File: src/rtl/bram_stream_reader_if.sv
// Bus bundle for bram_stream_reader: the BRAM read port on one side and the
// outgoing valid/ready word stream on the other. The master modport is the
// sequencer's view; the slave modport is the view of whoever owns the BRAM
// and consumes the stream.
interface bram_stream_reader_if #(
  parameter int DATA_WIDTH = 16,
  parameter int ADDR_WIDTH = 9
);
  logic                  bram_we;
  logic [ADDR_WIDTH-1:0] bram_addr;
  logic [DATA_WIDTH-1:0] bram_dout;
  logic [DATA_WIDTH-1:0] m_data;
  logic                  m_valid;
  logic                  m_ready;

  modport master (
    output bram_we, bram_addr, m_data, m_valid,
    input  bram_dout, m_ready
  );

  modport slave (
    input  bram_we, bram_addr, m_data, m_valid,
    output bram_dout, m_ready
  );
endinterface

File: src/rtl/bram_stream_reader.sv
// Read-side sequencer for a single-port READ_FIRST BRAM. Streams `length`
// consecutive words starting at `base_addr` (address wraps modulo depth)
// through a 2-entry output buffer, absorbing the BRAM's 1-cycle read latency.
// A read is only issued when the buffer is guaranteed room for its data, so
// backpressure never drops or duplicates a word.
module bram_stream_reader #(
  parameter int DATA_WIDTH = 16,
  parameter int ADDR_WIDTH = 9
) (
  input  logic                  clka,
  input  logic                  rsta_n,
  input  logic                  start,
  input  logic [ADDR_WIDTH-1:0] base_addr,
  input  logic [ADDR_WIDTH:0]   length,
  output logic                  busy,
  output logic                  done,
  bram_stream_reader_if.master  bus
);

  typedef enum logic [1:0] {
    IDLE = 2'd0,
    RUN  = 2'd1,
    DONE = 2'd2
  } state_t;

  state_t                state_r;
  logic [ADDR_WIDTH:0]   remaining_r;
  logic [ADDR_WIDTH-1:0] addr_r;
  logic                  inflight_r;
  logic [1:0]            count_r;
  logic [DATA_WIDTH-1:0] buf0_r;
  logic [DATA_WIDTH-1:0] buf1_r;
  logic                  busy_r;
  logic                  done_r;

  logic                  pop_s;
  logic                  push_s;
  logic [2:0]            occ_s;
  logic                  issue_s;
  logic                  last_s;

  // Handshake, occupancy look-ahead, read-issue and completion decisions.
  always_comb begin
    pop_s   = (count_r != 2'd0) && bus.m_ready;
    push_s  = inflight_r;
    // Occupancy the buffer will hold once the current pop and in-flight word settle.
    occ_s   = {1'b0, count_r} + {2'b00, inflight_r} - {2'b00, pop_s};
    issue_s = (state_r == RUN) && (remaining_r != {(ADDR_WIDTH+1){1'b0}}) && (occ_s < 3'd2);
    // Finish on the edge of the final handshake so done lands in the next cycle.
    if ((remaining_r == {(ADDR_WIDTH+1){1'b0}}) && !inflight_r) begin
      last_s = (count_r == 2'd0) || ((count_r == 2'd1) && pop_s);
    end else begin
      last_s = 1'b0;
    end
  end

  // Sequencer state, address/count tracking and the 2-entry output buffer.
  always_ff @(posedge clka) begin
    if (!rsta_n) begin
      state_r     <= IDLE;
      remaining_r <= {(ADDR_WIDTH+1){1'b0}};
      addr_r      <= {ADDR_WIDTH{1'b0}};
      inflight_r  <= 1'b0;
      count_r     <= 2'd0;
      buf0_r      <= {DATA_WIDTH{1'b0}};
      buf1_r      <= {DATA_WIDTH{1'b0}};
      busy_r      <= 1'b0;
      done_r      <= 1'b0;
    end else begin
      // buf0_r is always the head word, so m_data stays put while stalled.
      case ({push_s, pop_s})
        2'b10: begin
          if (count_r == 2'd0) begin
            buf0_r <= bus.bram_dout;
          end else begin
            buf1_r <= bus.bram_dout;
          end
          count_r <= count_r + 2'd1;
        end
        2'b01: begin
          buf0_r  <= buf1_r;
          count_r <= count_r - 2'd1;
        end
        2'b11: begin
          if (count_r == 2'd2) begin
            buf0_r <= buf1_r;
            buf1_r <= bus.bram_dout;
          end else begin
            buf0_r <= bus.bram_dout;
          end
        end
        default: begin
          count_r <= count_r;
        end
      endcase

      inflight_r <= issue_s;
      if (issue_s) begin
        addr_r      <= addr_r + {{(ADDR_WIDTH-1){1'b0}}, 1'b1};
        remaining_r <= remaining_r - {{ADDR_WIDTH{1'b0}}, 1'b1};
      end

      case (state_r)
        IDLE: begin
          done_r <= 1'b0;
          if (start) begin
            if (length == {(ADDR_WIDTH+1){1'b0}}) begin
              state_r <= DONE;
              done_r  <= 1'b1;
            end else begin
              state_r     <= RUN;
              busy_r      <= 1'b1;
              addr_r      <= base_addr;
              remaining_r <= length;
            end
          end
        end
        RUN: begin
          if (last_s) begin
            state_r <= DONE;
            busy_r  <= 1'b0;
            done_r  <= 1'b1;
          end
        end
        DONE: begin
          state_r <= IDLE;
          busy_r  <= 1'b0;
          done_r  <= 1'b0;
        end
        default: begin
          state_r <= IDLE;
          busy_r  <= 1'b0;
          done_r  <= 1'b0;
        end
      endcase
    end
  end

  assign busy          = busy_r;
  assign done          = done_r;
  assign bus.bram_we   = 1'b0;
  assign bus.bram_addr = addr_r;
  assign bus.m_data    = buf0_r;
  assign bus.m_valid   = (count_r != 2'd0);

endmodule

File: src/flat_wrapper.sv
// flat-port wrapper written by rule: the top's interface ports become plain ports
module bram_stream_reader_flat 
#(
  parameter int DATA_WIDTH = 16,
  parameter int ADDR_WIDTH = 9
)
  (clka, rsta_n, start, base_addr, length, busy, done, bus_bram_we, bus_bram_addr, bus_m_data, bus_m_valid, bus_bram_dout, bus_m_ready);
  bram_stream_reader_if #(.DATA_WIDTH(DATA_WIDTH), .ADDR_WIDTH(ADDR_WIDTH)) bus_i ();
  input  logic clka;
  input  logic rsta_n;
  input  logic start;
  input  logic [ADDR_WIDTH-1:0] base_addr;
  input  logic [ADDR_WIDTH:0] length;
  output logic busy;
  output logic done;
  output wire logic [$bits(bus_i.bram_we)-1:0] bus_bram_we;
  output wire logic [$bits(bus_i.bram_addr)-1:0] bus_bram_addr;
  output wire logic [$bits(bus_i.m_data)-1:0] bus_m_data;
  output wire logic [$bits(bus_i.m_valid)-1:0] bus_m_valid;
  input wire logic [$bits(bus_i.bram_dout)-1:0] bus_bram_dout;
  input wire logic [$bits(bus_i.m_ready)-1:0] bus_m_ready;
  assign bus_bram_we = bus_i.bram_we;
  assign bus_bram_addr = bus_i.bram_addr;
  assign bus_m_data = bus_i.m_data;
  assign bus_m_valid = bus_i.m_valid;
  assign bus_i.bram_dout = bus_bram_dout;
  assign bus_i.m_ready = bus_m_ready;
  bram_stream_reader #(.DATA_WIDTH(DATA_WIDTH), .ADDR_WIDTH(ADDR_WIDTH)) u_core (.clka(clka), .rsta_n(rsta_n), .start(start), .base_addr(base_addr), .length(length), .busy(busy), .done(done), .bus(bus_i));
endmodule
File: config.mk
export PLATFORM = sky130hd
export DESIGN_NAME = bram_stream_reader_flat
export DESIGN_NICKNAME = d
export VERILOG_FILES = /design/src/rtl/bram_stream_reader_if.sv /design/src/rtl/bram_stream_reader.sv /design/src/flat_wrapper.sv
export SDC_FILE = /design/constraint.sdc
export NUM_CORES = 1
export LEC_CHECK = 0
export BUFFER_PORTS_ARGS = -buffer_cell sky130_fd_sc_hd__buf_2
export CORE_ASPECT_RATIO = 0.6
export CORE_UTILIZATION = 45
export CTS_BUF_LIST = sky130_fd_sc_hd__clkbuf_8
export CTS_CLUSTER_SIZE = 10
export DETAILED_ROUTE_END_ITERATION = 10
export GPL_ROUTABILITY_DRIVEN = 0
export PLACE_DENSITY = 0.76
export SYNTH_ARGS = -nofsm -noshare
export SYNTH_HDL_FRONTEND = slang
export SYNTH_SLANG_ARGS = --single-unit
File: constraint.sdc
create_clock -name clka -period 4 [get_ports clka]
set_input_delay 0.8 -clock clka [delete_from_list [all_inputs] [get_ports clka]]
set_output_delay 0.8 -clock clka [all_outputs]
set_load 0.005 [all_outputs]
==> flow_metrics.env, run 1 <==
export IMPL_outcome="finished, final reports clean"
export IMPL_worstMarginPinSlew_ns=0.989
export IMPL_cap_violations=0
export IMPL_worst_path_stages=10
export IMPL_critPathKind="flop to flop"
export IMPL_n_fill_cell=560
export IMPL_antenna_found_initial=0
export IMPL_root_buffer="clkbuf_8"
export IMPL_hp_class="flop to flop"
export IMPL_syn_area_um2=2930
export IMPL_htreeDepth=3
export IMPL_dieArea_um2=6840
export IMPL_initial_core_util_pct=47.3
export IMPL_rsz0062_at_grt="false"
export IMPL_p_per_area_nw_per_um2=648
export IMPL_slowest_stage="or4_2"
export IMPL_wirelength_mm=6.95
export IMPL_clk_path_buf_depth=2
export IMPL_yosysUniqueCellTypes=52
export IMPL_areaGrowthSynthToFinish_pct=18.5
export IMPL_synth_area_top_cells="dfxtp_1, mux2i_1, nor2_1, a211oi_1, a31oi_1"
export IMPL_via_per_inst=5.61
export IMPL_multi_input_area_um2=1570
export IMPL_reg2reg_slack_ns=0.47
export IMPL_fin_cells=469
export IMPL_cp_max_fo=6
export IMPL_syn_inst=319
export IMPL_dp_hpwl_mm=4.87
export IMPL_cp_slowest_stage_delay_ns=0.64
export IMPL_finalSetupTns_ns=0
export IMPL_cts_setup_buffers=0
export IMPL_crit_end="u_core.bus.bram_addr[8]$_SDFF_PN0_"
export IMPL_clk_pin_slew_ns=0.07
export IMPL_end_kind="flop"
export IMPL_ioPinCount=68
export IMPL_wl_per_cell_um=14.8
export IMPL_place_ws_ns=0.527
export IMPL_die_w_um=106
export IMPL_vdd_ir_drop_max_uv=355
export IMPL_cp_cell_sequence="inv_1 -> ha_1 -> nand2b_1 -> ha_1 -> nand2b_1 -> fa_1 -> xnor2_1 -> nand3_1 -> or4_2 -> a31oi_1"
export IMPL_synth_top_area_share_pct=39.7
export IMPL_diodes=0
export IMPL_synth_top_flop_cell="dfxtp_1"
export IMPL_drive_gt1_share_pct=24.7
export IMPL_drt_iter0_markers=207
export IMPL_period_needed_ns=3.53
export IMPL_yosys_cell_count_top_type="dfxtp_1"
export IMPL_first_pass_iters=6
export IMPL_grt_pass1_wl_mm=11.5
export IMPL_ys_warnings_count=0
export IMPL_grt_pass1_vias=2349
export IMPL_grt_ovfl_total=0
export IMPL_fin_ws_ns=0.471
export IMPL_coreArea_um2=6190
export IMPL_worstReg2RegEnd="u_core.bus.bram_addr[8]$_SDFF_PN0_"
export IMPL_setup_violations=0
export IMPL_max_slew_margin_rel_pct=33.9
export IMPL_fin_skew_ns=0.00965
export IMPL_slew_viol_final=0
export IMPL_vias=2632
export IMPL_synth_edff_count=0
export IMPL_grt_usage_pct=21.7
export IMPL_path_delay_family="simple AND/OR/NAND/NOR gates"
export IMPL_placedCellCount=453
export IMPL_cts_sinks=58
export IMPL_period_share_pct=88.2
export IMPL_ys_seq_area_share_pct=39.7
export IMPL_clk_latency_ns=0.34
export IMPL_synth_fp_nets=365
export IMPL_yosys_area_top_type="dfxtp_1"
export IMPL_cts_tree="yes"
export IMPL_fmax_ghz=0.283
export IMPL_cp_required_ns=4.27
export IMPL_port_buffers=66
export IMPL_dieHeight_um=64.5
export IMPL_rr_worst_depth=10
export IMPL_avgSynthCellArea_um2=9.18
export IMPL_layout_nets=426
export IMPL_leakage_nw=1.46
export IMPL_post_route_cell_area_um2=3470
export IMPL_start_kind="flop"
export IMPL_synthTopCellsByCount="dfxtp_1, nor2_1, mux2i_1, o21ai_0, a211oi_1"
export IMPL_cp_arrival_ns=3.80
export IMPL_hold_viol_final=0
export IMPL_drc=0
export IMPL_r2r_start="u_core.count_r[1]$_SDFFE_PN0N_"
export IMPL_seqCellArea_um2=1160
export IMPL_cts_buffers=9
export IMPL_grt_max_degree=38
export IMPL_synth_seq_cells=58
export IMPL_placedInstanceArea_um2=3240
export IMPL_postCtsHoldBufs=0
export IMPL_async_flop_share_pct=0
export IMPL_num_rows=22
export IMPL_crit_buf_inv=1
export IMPL_startpoint="u_core.count_r[1]$_SDFFE_PN0N_"
export IMPL_cts_resized=0
export IMPL_ant_nets=0
## worst min-delay path by stage
stage,slack [ns],from,endpoint,cells past startpoint
6_report,0.46,u_core.done$_SDFFE_PN0P_,u_core.done$_SDFFE_PN0P_,2
4_1_cts,0.47,u_core.done$_SDFFE_PN0P_,u_core.done$_SDFFE_PN0P_,2
3_5_place_dp,0.45,u_core.done$_SDFFE_PN0P_,u_core.done$_SDFFE_PN0P_,2
2_1_floorplan,0.45,u_core.done$_SDFFE_PN0P_,u_core.done$_SDFFE_PN0P_,2
5_1_grt,0.51,u_core.done$_SDFFE_PN0P_,u_core.done$_SDFFE_PN0P_,2
3_3_place_gp,0.45,u_core.done$_SDFFE_PN0P_,u_core.done$_SDFFE_PN0P_,2
## metrics by stage
| step | hold WS [ns] | utilization [%] | power, mW |
|---|---|---|---|
| 2_1_floorplan | 0.452 | - | 1.40 |
| 3_3_place_gp | 0.450 | 52.3 | 1.58 |
| 3_5_place_dp | 0.454 | 52.3 | 1.61 |
| 4_1_cts | 0.467 | 56.0 | 2.25 |
| 5_1_grt | 0.512 | 56.0 | 2.40 |
| 6_report | 0.459 | 56.0 | 2.25 |
## cell families after synthesis
kind of cell,Yosys count,share of synthesized area [%]
adders and majority gates,7,3.25
DFF,58,39.7
AOI/OAI and AO/OA,83,19.2
and+or+nand+nor,101,18.2
muxes,34,11.6
xor gates and xnor gates,4,1.20
other,1,0.128
buffers and inverters,31,6.75
## registers in the layout, summed over array words and instances (netlist names)
name,flops
u_core.buf1_r,16
u_core.bus.m_data,16
u_core.remaining_r,10
u_core.bus.bram_addr,9
u_core.count_r,2
u_core.state_r,2
u_core.busy,1
u_core.done,1
u_core.inflight_r,1
## worst min-delay path, delay by kind of cell (launching register included)
family	cells	cell delay [ns]
AOI/OAI and AO/OA	1	0.06
buffers and inverters	1	0.04
DFF	1	0.31
## cell usage in the layout (no fill, tap or decap), types with 2 or more instances in the layout
cell / Yosys / layout
ha_1: 6 / 6
or4_1: 9 / 9
a31oi_1: 18 / 18
a21oi_1: 3 / 3
buf_2: 4 / 66
or3_1: 3 / 3
o21ai_1: 5 / 5
nand3_1: 8 / 8
nor3_1: 3 / 3
o31ai_1: 8 / 8
buf_4: 1 / 4
clkbuf_8: 3 / 9
o41ai_1: 2 / 2
mux2i_1: 34 / 34
xor2_1: 3 / 3
clkinv_2: 0 / 3
nand4_1: 8 / 8
a211oi_1: 19 / 19
nor2b_1: 2 / 2
dfxtp_1: 58 / 58
nor4_1: 3 / 3
nor3b_1: 3 / 3
inv_1: 10 / 11
nand2b_1: 2 / 2
nor2_1: 40 / 40
nand2_1: 10 / 10
or3_2: 2 / 2
bufinv_16: 0 / 3
o21ai_0: 20 / 20
## cell type report
cell class / instances / share of cell area, %
Sequential cell: 58 / 33.5
Clock inverter: 7 / 3.14
Inverter: 11 / 1.19
Tap cell: 84 / 3.03
Multi-Input combinational cell: 230 / 45.2
Clock buffer: 9 / 3.57
Timing Repair Buffer: 70 / 10.4
## power by group
group	leakage, nW	internal [mW]	switching, mW
Sequential	0.475	0.708	0.104
Clock	0.124	0.408	0.231
Combinational	0.862	0.334	0.463
## routing by layer
layer	up-vias	track usage (%)	share of wire, %
met5	-	0	0
met4	0	7.64	1.3
met3	8	7.24	7.2
met2	87	30.6	42
met1	1218	30.6	49
li1	1319	-	-
Power figures use the tool's default switching activity.
==> run 2, diff against run 1 <==
--- a/config.mk
+++ b/config.mk
@@ -5,6 +5,7 @@
 export SDC_FILE = /design/constraint.sdc
 export NUM_CORES = 1
 export LEC_CHECK = 0
+export ABC_AREA = 1
 export BUFFER_PORTS_ARGS = -buffer_cell sky130_fd_sc_hd__buf_2
 export CORE_ASPECT_RATIO = 0.6
 export CORE_UTILIZATION = 45
@@ -12,7 +13,8 @@
 export CTS_CLUSTER_SIZE = 10
 export DETAILED_ROUTE_END_ITERATION = 10
 export GPL_ROUTABILITY_DRIVEN = 0
-export PLACE_DENSITY = 0.76
+export PLACE_DENSITY = 0.75
+export SKIP_CTS_REPAIR_TIMING = 1
 export SYNTH_ARGS = -nofsm -noshare
 export SYNTH_HDL_FRONTEND = slang
 export SYNTH_SLANG_ARGS = --single-unit
==> flow_metrics.env, run 2 <==
export IMPL_via_per_inst=5.12
export IMPL_layout_commonest_cell="nand2_1"
export IMPL_seqPwrFrac_pct=36.0
export IMPL_drive_gt1_share_pct=23.5
export IMPL_vdd_ir_drop_max_uv=276
export IMPL_hp_start="u_core.buf1_r[13]$_SDFFE_PN0P_"
export IMPL_avgSynthCellArea_um2=7.46
export IMPL_worstMarginPinSlew_ns=1.14
export IMPL_grt_pass1_wl_mm=12.0
export IMPL_grt_max_degree=38
export IMPL_synth_top_flop_cell="dfxtp_1"
export IMPL_root_buffer="clkbuf_8"
export IMPL_start_kind="flop"
export IMPL_outcome="finished, final reports clean"
export IMPL_cp_max_fo=15
export IMPL_period_needed_ns=3.02
export IMPL_cp_arrival_ns=3.25
export IMPL_ant_nets=0
export IMPL_end_kind="flop"
export IMPL_drc=0
export IMPL_fin_skew_ns=0.00500
export IMPL_clk_pin_slew_ns=0.07
export IMPL_grtUsageMet3_pct=5.75
export IMPL_clk_path_buf_depth=2
export IMPL_max_slew_margin_rel_pct=24.0
export IMPL_synth_edff_count=0
export IMPL_synth_area_top_cells="dfxtp_1, nand2_1, inv_1, a21oi_1, o21ai_0"
export IMPL_drt_iter0_markers=176
export IMPL_dp_hpwl_mm=5.32
export IMPL_hp_class="flop to flop"
export IMPL_yosys_area_top_type="dfxtp_1"
export IMPL_startpoint="u_core.count_r[1]$_SDFFE_PN0N_"
export IMPL_fmax_ghz=0.331
export IMPL_final_cell_mix="nand2_1, buf_2, dfxtp_1, inv_1"
export IMPL_cts_sinks=58
export IMPL_num_rows=22
export IMPL_placedCellCount=541
export IMPL_yosys_cell_count_top_type="nand2_1"
export IMPL_swShare_pct=37.3
export IMPL_finalSetupTns_ns=0
export IMPL_wl_per_cell_um=13.1
export IMPL_cts_buffers=9
export IMPL_cp_required_ns=4.23
export IMPL_syn_inst=409
export IMPL_vias=2852
export IMPL_slew_viol_final=0
export IMPL_synth_seq_cells=58
export IMPL_clk_latency_ns=0.33
export IMPL_synthTopCellsByCount="nand2_1, dfxtp_1, inv_1, a21oi_1, o21ai_0"
export IMPL_critPathKind="flop to flop"
export IMPL_r2r_start="u_core.count_r[1]$_SDFFE_PN0N_"
export IMPL_synth_fp_nets=455
export IMPL_port_buffers=66
export IMPL_dieHeight_um=65.8
export IMPL_p_clk_share_pct=27.0
export IMPL_hold_viol_final=0
export IMPL_ys_warnings_count=0
export IMPL_wirelength_mm=7.28
export IMPL_leakage_nw=1.78
export IMPL_pwr_share_comb_pct=37.0
export IMPL_synth_top_area_share_pct=38.1
export IMPL_htreeDepth=3
export IMPL_setup_violations=0
export IMPL_p_int_mw=1.39
export IMPL_ys_seq_area_share_pct=38.1
export IMPL_async_flop_share_pct=0
export IMPL_period_share_pct=75.5
export IMPL_grt_usage_pct=22.0
export IMPL_p_per_area_nw_per_um2=615
export IMPL_rsz0062_at_grt="false"
export IMPL_initial_core_util_pct=48.2
export IMPL_top_usage_layer="met2"
export IMPL_dieArea_um2=7120
export IMPL_areaGrowthSynthToFinish_pct=17.8
export IMPL_cts_tree="yes"
export IMPL_use_met2_pct=31.9
export IMPL_layout_nets=514
export IMPL_syn_area_um2=3050
export IMPL_grt_met1_usage_pct=30.7
export IMPL_cap_violations=0
export IMPL_grt_pass1_vias=2609
export IMPL_p_sw_mw=0.823
export IMPL_fin_cells=557
export IMPL_first_pass_iters=5
export IMPL_ioPinCount=68
export IMPL_die_w_um=108
export IMPL_antenna_found_initial=0
export IMPL_diodes=0
export IMPL_coreArea_um2=6330
export IMPL_grt_ovfl_total=0
export IMPL_yosysUniqueCellTypes=43
run 2: cell types whose count changed after synthesis, sizes merged, moves of 15 or more:
cell    previous run  this run
a21oi              4        35
a31oi             18         1
mux2i             34        13
a211oi            19         4
inv               11        50
o21ai             25        41
nand3              8        27
nand2             10        80
run 2: worst paths after layout:
check | to | slack, ns | depth (start not counted)
worst min-delay path | u_core.buf1_r[13]$_SDFFE_PN0P_ | 0.46 | 2
worst min register to register | u_core.buf1_r[13]$_SDFFE_PN0P_ | 0.46 | 2
worst max register to register | u_core.remaining_r[5]$_SDFF_PN0_ | 0.98 | 17
worst max-delay path | u_core.remaining_r[5]$_SDFF_PN0_ | 0.98 | 17
run 2: per-stage QoR:
step | instance area, um2 | total power [mW] | utilization (%) | hold WS (ns) | setup WS (ns)
after global placement | 3370 | 1.58 | 53.3 | 0.447 | 0.971
final | 3590 | 2.21 | 56.7 | 0.462 | 0.981
after global routing | 3590 | 2.37 | 56.7 | 0.480 | 0.690
after CTS | 3590 | 2.22 | 56.7 | 0.463 | 0.964
after floorplan | 3050 | 1.40 | - | 0.438 | 1.33
after detailed placement | 3370 | 1.62 | 53.3 | 0.452 | 0.902
run 2: worst max-delay path, cell delays in order (launching register included):
cell and delay [ns]:
dfxtp_1 0.42, inv_1 0.11, ha_1 0.20, inv_2 0.12
nand2_4 0.08, ha_1 0.29, nor2_1 0.14, inv_1 0.07
fa_1 0.51, nand3_2 0.10, clkinv_1 0.07, nand2_2 0.06
nor2_4 0.31, nand2_1 0.12, nand2_1 0.08, nand2_1 0.05
o21bai_1 0.15, inv_1 0.05
run 2: final cells by class:
| type | instances | area, um2 |
|---|---|---|
| fill | 624 | 2740 |
| multi-input combinational | 280 | 1570 |
| sequential | 58 | 1160 |
| timing repair buffer | 68 | 345 |
| inverter | 51 | 191 |
| clock buffer | 10 | 138 |
| tap | 84 | 105 |
| clock inverter | 6 | 81.3 |
run 2: per-layer routing:
metal	share of wire, %	vias up
met2	43	87
met1	49	1303
met3	6.4	11
met4	1.4	0
li1	-	1451
met5	0	-
run 2: cells by family (layout without fill, tap and decap cells):
logic type               Yosys count  in the layout  share of synthesized area, %
AO/OA/AOI/OAI                     93             93                          17.7
XOR/XNOR                           6              6                          1.72
adder cells (fa/ha/maj)            7              7                          3.12
buffers and inverters             71            135                          10.7
flip-flops                        58             58                          38.1
multiplexers                      13             13                          4.27
other                              1              1                         0.123
AND/OR/NAND/NOR                  160            160                          24.3
run 2: power by group through the flow:
stage	clock network, mW	registers [mW]	logic (mW)
floorplan	0	0.801	0.596
global placement	0	0.800	0.781
detailed placement	0	0.807	0.813
CTS	0.605	0.795	0.818
global route	0.634	0.810	0.921
finish	0.597	0.795	0.817
==> run 3, diff against run 2 <==
--- a/config.mk
+++ b/config.mk
@@ -5,7 +5,7 @@
 export SDC_FILE = /design/constraint.sdc
 export NUM_CORES = 1
 export LEC_CHECK = 0
-export ABC_AREA = 1
+export ABC_AREA = 0
 export BUFFER_PORTS_ARGS = -buffer_cell sky130_fd_sc_hd__buf_2
 export CORE_ASPECT_RATIO = 0.6
 export CORE_UTILIZATION = 45
@@ -13,7 +13,7 @@
 export CTS_CLUSTER_SIZE = 10
 export DETAILED_ROUTE_END_ITERATION = 10
 export GPL_ROUTABILITY_DRIVEN = 0
-export PLACE_DENSITY = 0.75
+export PLACE_DENSITY = 0.76
 export SKIP_CTS_REPAIR_TIMING = 1
 export SYNTH_ARGS = -nofsm -noshare
 export SYNTH_HDL_FRONTEND = slang
==> constraint.sdc (replaced) <==
create_clock -name clka -period 3.1 [get_ports clka]
set_input_delay 0.62 -clock clka [delete_from_list [all_inputs] [get_ports clka]]
set_output_delay 0.62 -clock clka [all_outputs]
set_load 0.005 [all_outputs]
==> flow_metrics.env, run 3 (same netlist as run 1, synthesis figures left out) <==
export IMPL_layout_commonest_cell="buf_2"
export IMPL_cp_cell_sequence="inv_1 -> ha_1 -> nand2b_4 -> ha_1 -> nand2b_1 -> fa_2 -> and3b_2 -> nand3_1 -> or4_2 -> a31oi_1"
export IMPL_max_slew_margin_rel_pct=58.3
export IMPL_p_clk_share_pct=25.8
export IMPL_worstReg2RegEnd="u_core.bus.bram_addr[8]$_SDFF_PN0_"
export IMPL_hold_viol_final=0
export IMPL_clk_path_buf_depth=2
export IMPL_end_kind="flop"
export IMPL_drc=0
export IMPL_grt_max_degree=38
export IMPL_dp_hpwl_mm=5.14
export IMPL_p_per_area_nw_per_um2=841
export IMPL_setup_violations=0
export IMPL_cts_sinks=58
export IMPL_slew_viol_final=0
export IMPL_pwr_share_comb_pct=39.9
export IMPL_wirelength_mm=7.20
export IMPL_worstHoldEndpoint="u_core.done$_SDFFE_PN0P_"
export IMPL_fmax_ghz=0.336
export IMPL_root_buffer="clkbuf_8"
export IMPL_period_share_pct=96.0
export IMPL_rr_worst_depth=10
export IMPL_fin_util_pct=57.9
export IMPL_fin_skew_ns=0.0120
export IMPL_seqPwrFrac_pct=34.3
export IMPL_critPathKind="flop to flop"
export IMPL_layout_nets=439
export IMPL_final_cell_mix="buf_2, dfxtp_1, nor2_1, mux2i_1, o21ai_0"
export IMPL_p_int_mw=1.91
export IMPL_grt_pass1_wl_mm=12.3
export IMPL_rsz0062_at_grt="false"
export IMPL_slowest_stage="or4_2"
export IMPL_hold_depth=2
export IMPL_cts_tree="yes"
export IMPL_dieHeight_um=64.5
export IMPL_swShare_pct=36.8
export IMPL_diodes=0
export IMPL_ant_nets=0
export IMPL_first_pass_iters=7
export IMPL_grt_ovfl_total=0
export IMPL_cap_violations=0
export IMPL_r2r_start="u_core.count_r[0]$_SDFFE_PN0N_"
export IMPL_die_w_um=106
export IMPL_drt_iter0_markers=210
export IMPL_path_delay_family="simple AND/OR/NAND/NOR gates"
export IMPL_start_kind="flop"
export IMPL_worstMarginPinSlew_ns=0.625
export IMPL_htreeDepth=3
export IMPL_port_buffers=66
export IMPL_cp_required_ns=3.38
export IMPL_wl_per_cell_um=14.9
export IMPL_ioPinCount=68
export IMPL_coreArea_um2=6190
export IMPL_cp_arrival_ns=3.25
export IMPL_reg2reg_slack_ns=0.13
export IMPL_grt_pass1_vias=2521
export IMPL_clk_latency_ns=0.35
export IMPL_initial_core_util_pct=47.3
export IMPL_crit_buf_inv=1
export IMPL_hp_class="flop to flop"
export IMPL_num_rows=22
export IMPL_cp_max_fo=4
export IMPL_clk_pin_slew_ns=0.07
export IMPL_vdd_ir_drop_max_uv=301
export IMPL_antenna_found_initial=0
export IMPL_grt_usage_pct=23.6
export IMPL_hp_start="u_core.done$_SDFFE_PN0P_"
export IMPL_drive_gt1_share_pct=28.9
export IMPL_vias=2725
export IMPL_via_per_inst=5.65
export IMPL_cp_slowest_stage_delay_ns=0.63
export IMPL_path_common_cell="ha_1"
export IMPL_areaGrowthSynthToFinish_pct=22.5
export IMPL_period_needed_ns=2.97
export IMPL_leakage_nw=1.52
export IMPL_cts_buffers=9
export IMPL_p_sw_mw=1.11
export IMPL_outcome="finished, final reports clean"
export IMPL_finalSetupTns_ns=0
export IMPL_dieArea_um2=6840
-- run 3: final cells by class --
| type | count | area, um2 |
|---|---|---|
| inverter | 11 | 41.3 |
| clock buffer | 9 | 124 |
| timing repair buffer | 83 | 470 |
| tap | 84 | 105 |
| clock inverter | 7 | 93.8 |
| multi-input combinational | 230 | 1590 |
| fill | 570 | 2610 |
| sequential | 58 | 1160 |
-- run 3: layer usage --
metal	vias to the layer above	track usage (%)	share of wire, %
met5	-	0	0
met4	0	7.64	1.2
met3	10	9.66	7.6
met2	97	36.0	45
met1	1269	30.4	46
li1	1349	-	-
-- run 3: metrics by stage --
step	hold slack [ns]	power, mW	setup WS (ns)	area [um2]	cells
after floorplan	0.452	1.82	0.0675	2940	319
after global placement	0.447	2.14	0.107	3340	464
after detailed placement	0.453	2.18	0.000121	3340	464
after CTS	0.463	2.97	0.0430	3560	480
after global routing	0.484	3.22	0.0290	3590	482
final	0.459	3.02	0.125	3590	482
-- run 3: power by group through the flow --
stage	clock, mW	combinational, mW	sequential [mW]
6_report	0.780	1.20	1.04
5_1_grt	0.828	1.33	1.07
4_1_cts	0.787	1.14	1.04
3_5_place_dp	0	1.13	1.05
3_3_place_gp	0	1.10	1.04
2_1_floorplan	0	0.767	1.05
-- run 3: worst max-delay path by stage --
stage,slack [ns],endpoint,startpoint,depth (start not counted)
global route,0.03,u_core.bus.bram_addr[4]$_SDFF_PN0_,u_core.count_r[0]$_SDFFE_PN0N_,11
floorplan,0.07,u_core.bus.bram_addr[8]$_SDFF_PN0_,u_core.count_r[1]$_SDFFE_PN0N_,10
detailed placement,0.0001,u_core.bus.bram_addr[4]$_SDFF_PN0_,bus_m_ready,10
finish,0.13,u_core.bus.bram_addr[8]$_SDFF_PN0_,u_core.count_r[0]$_SDFFE_PN0N_,10
global placement,0.11,u_core.bus.bram_addr[5]$_SDFF_PN0_,bus_m_ready,10
CTS,0.04,u_core.bus.bram_addr[4]$_SDFF_PN0_,u_core.count_r[0]$_SDFFE_PN0N_,11
-- run 3: tightest hold or removal path: stages, from the launching register on --
cell,delay (ns)
dfxtp_1,0.31
inv_1,0.04
a21boi_0,0.06
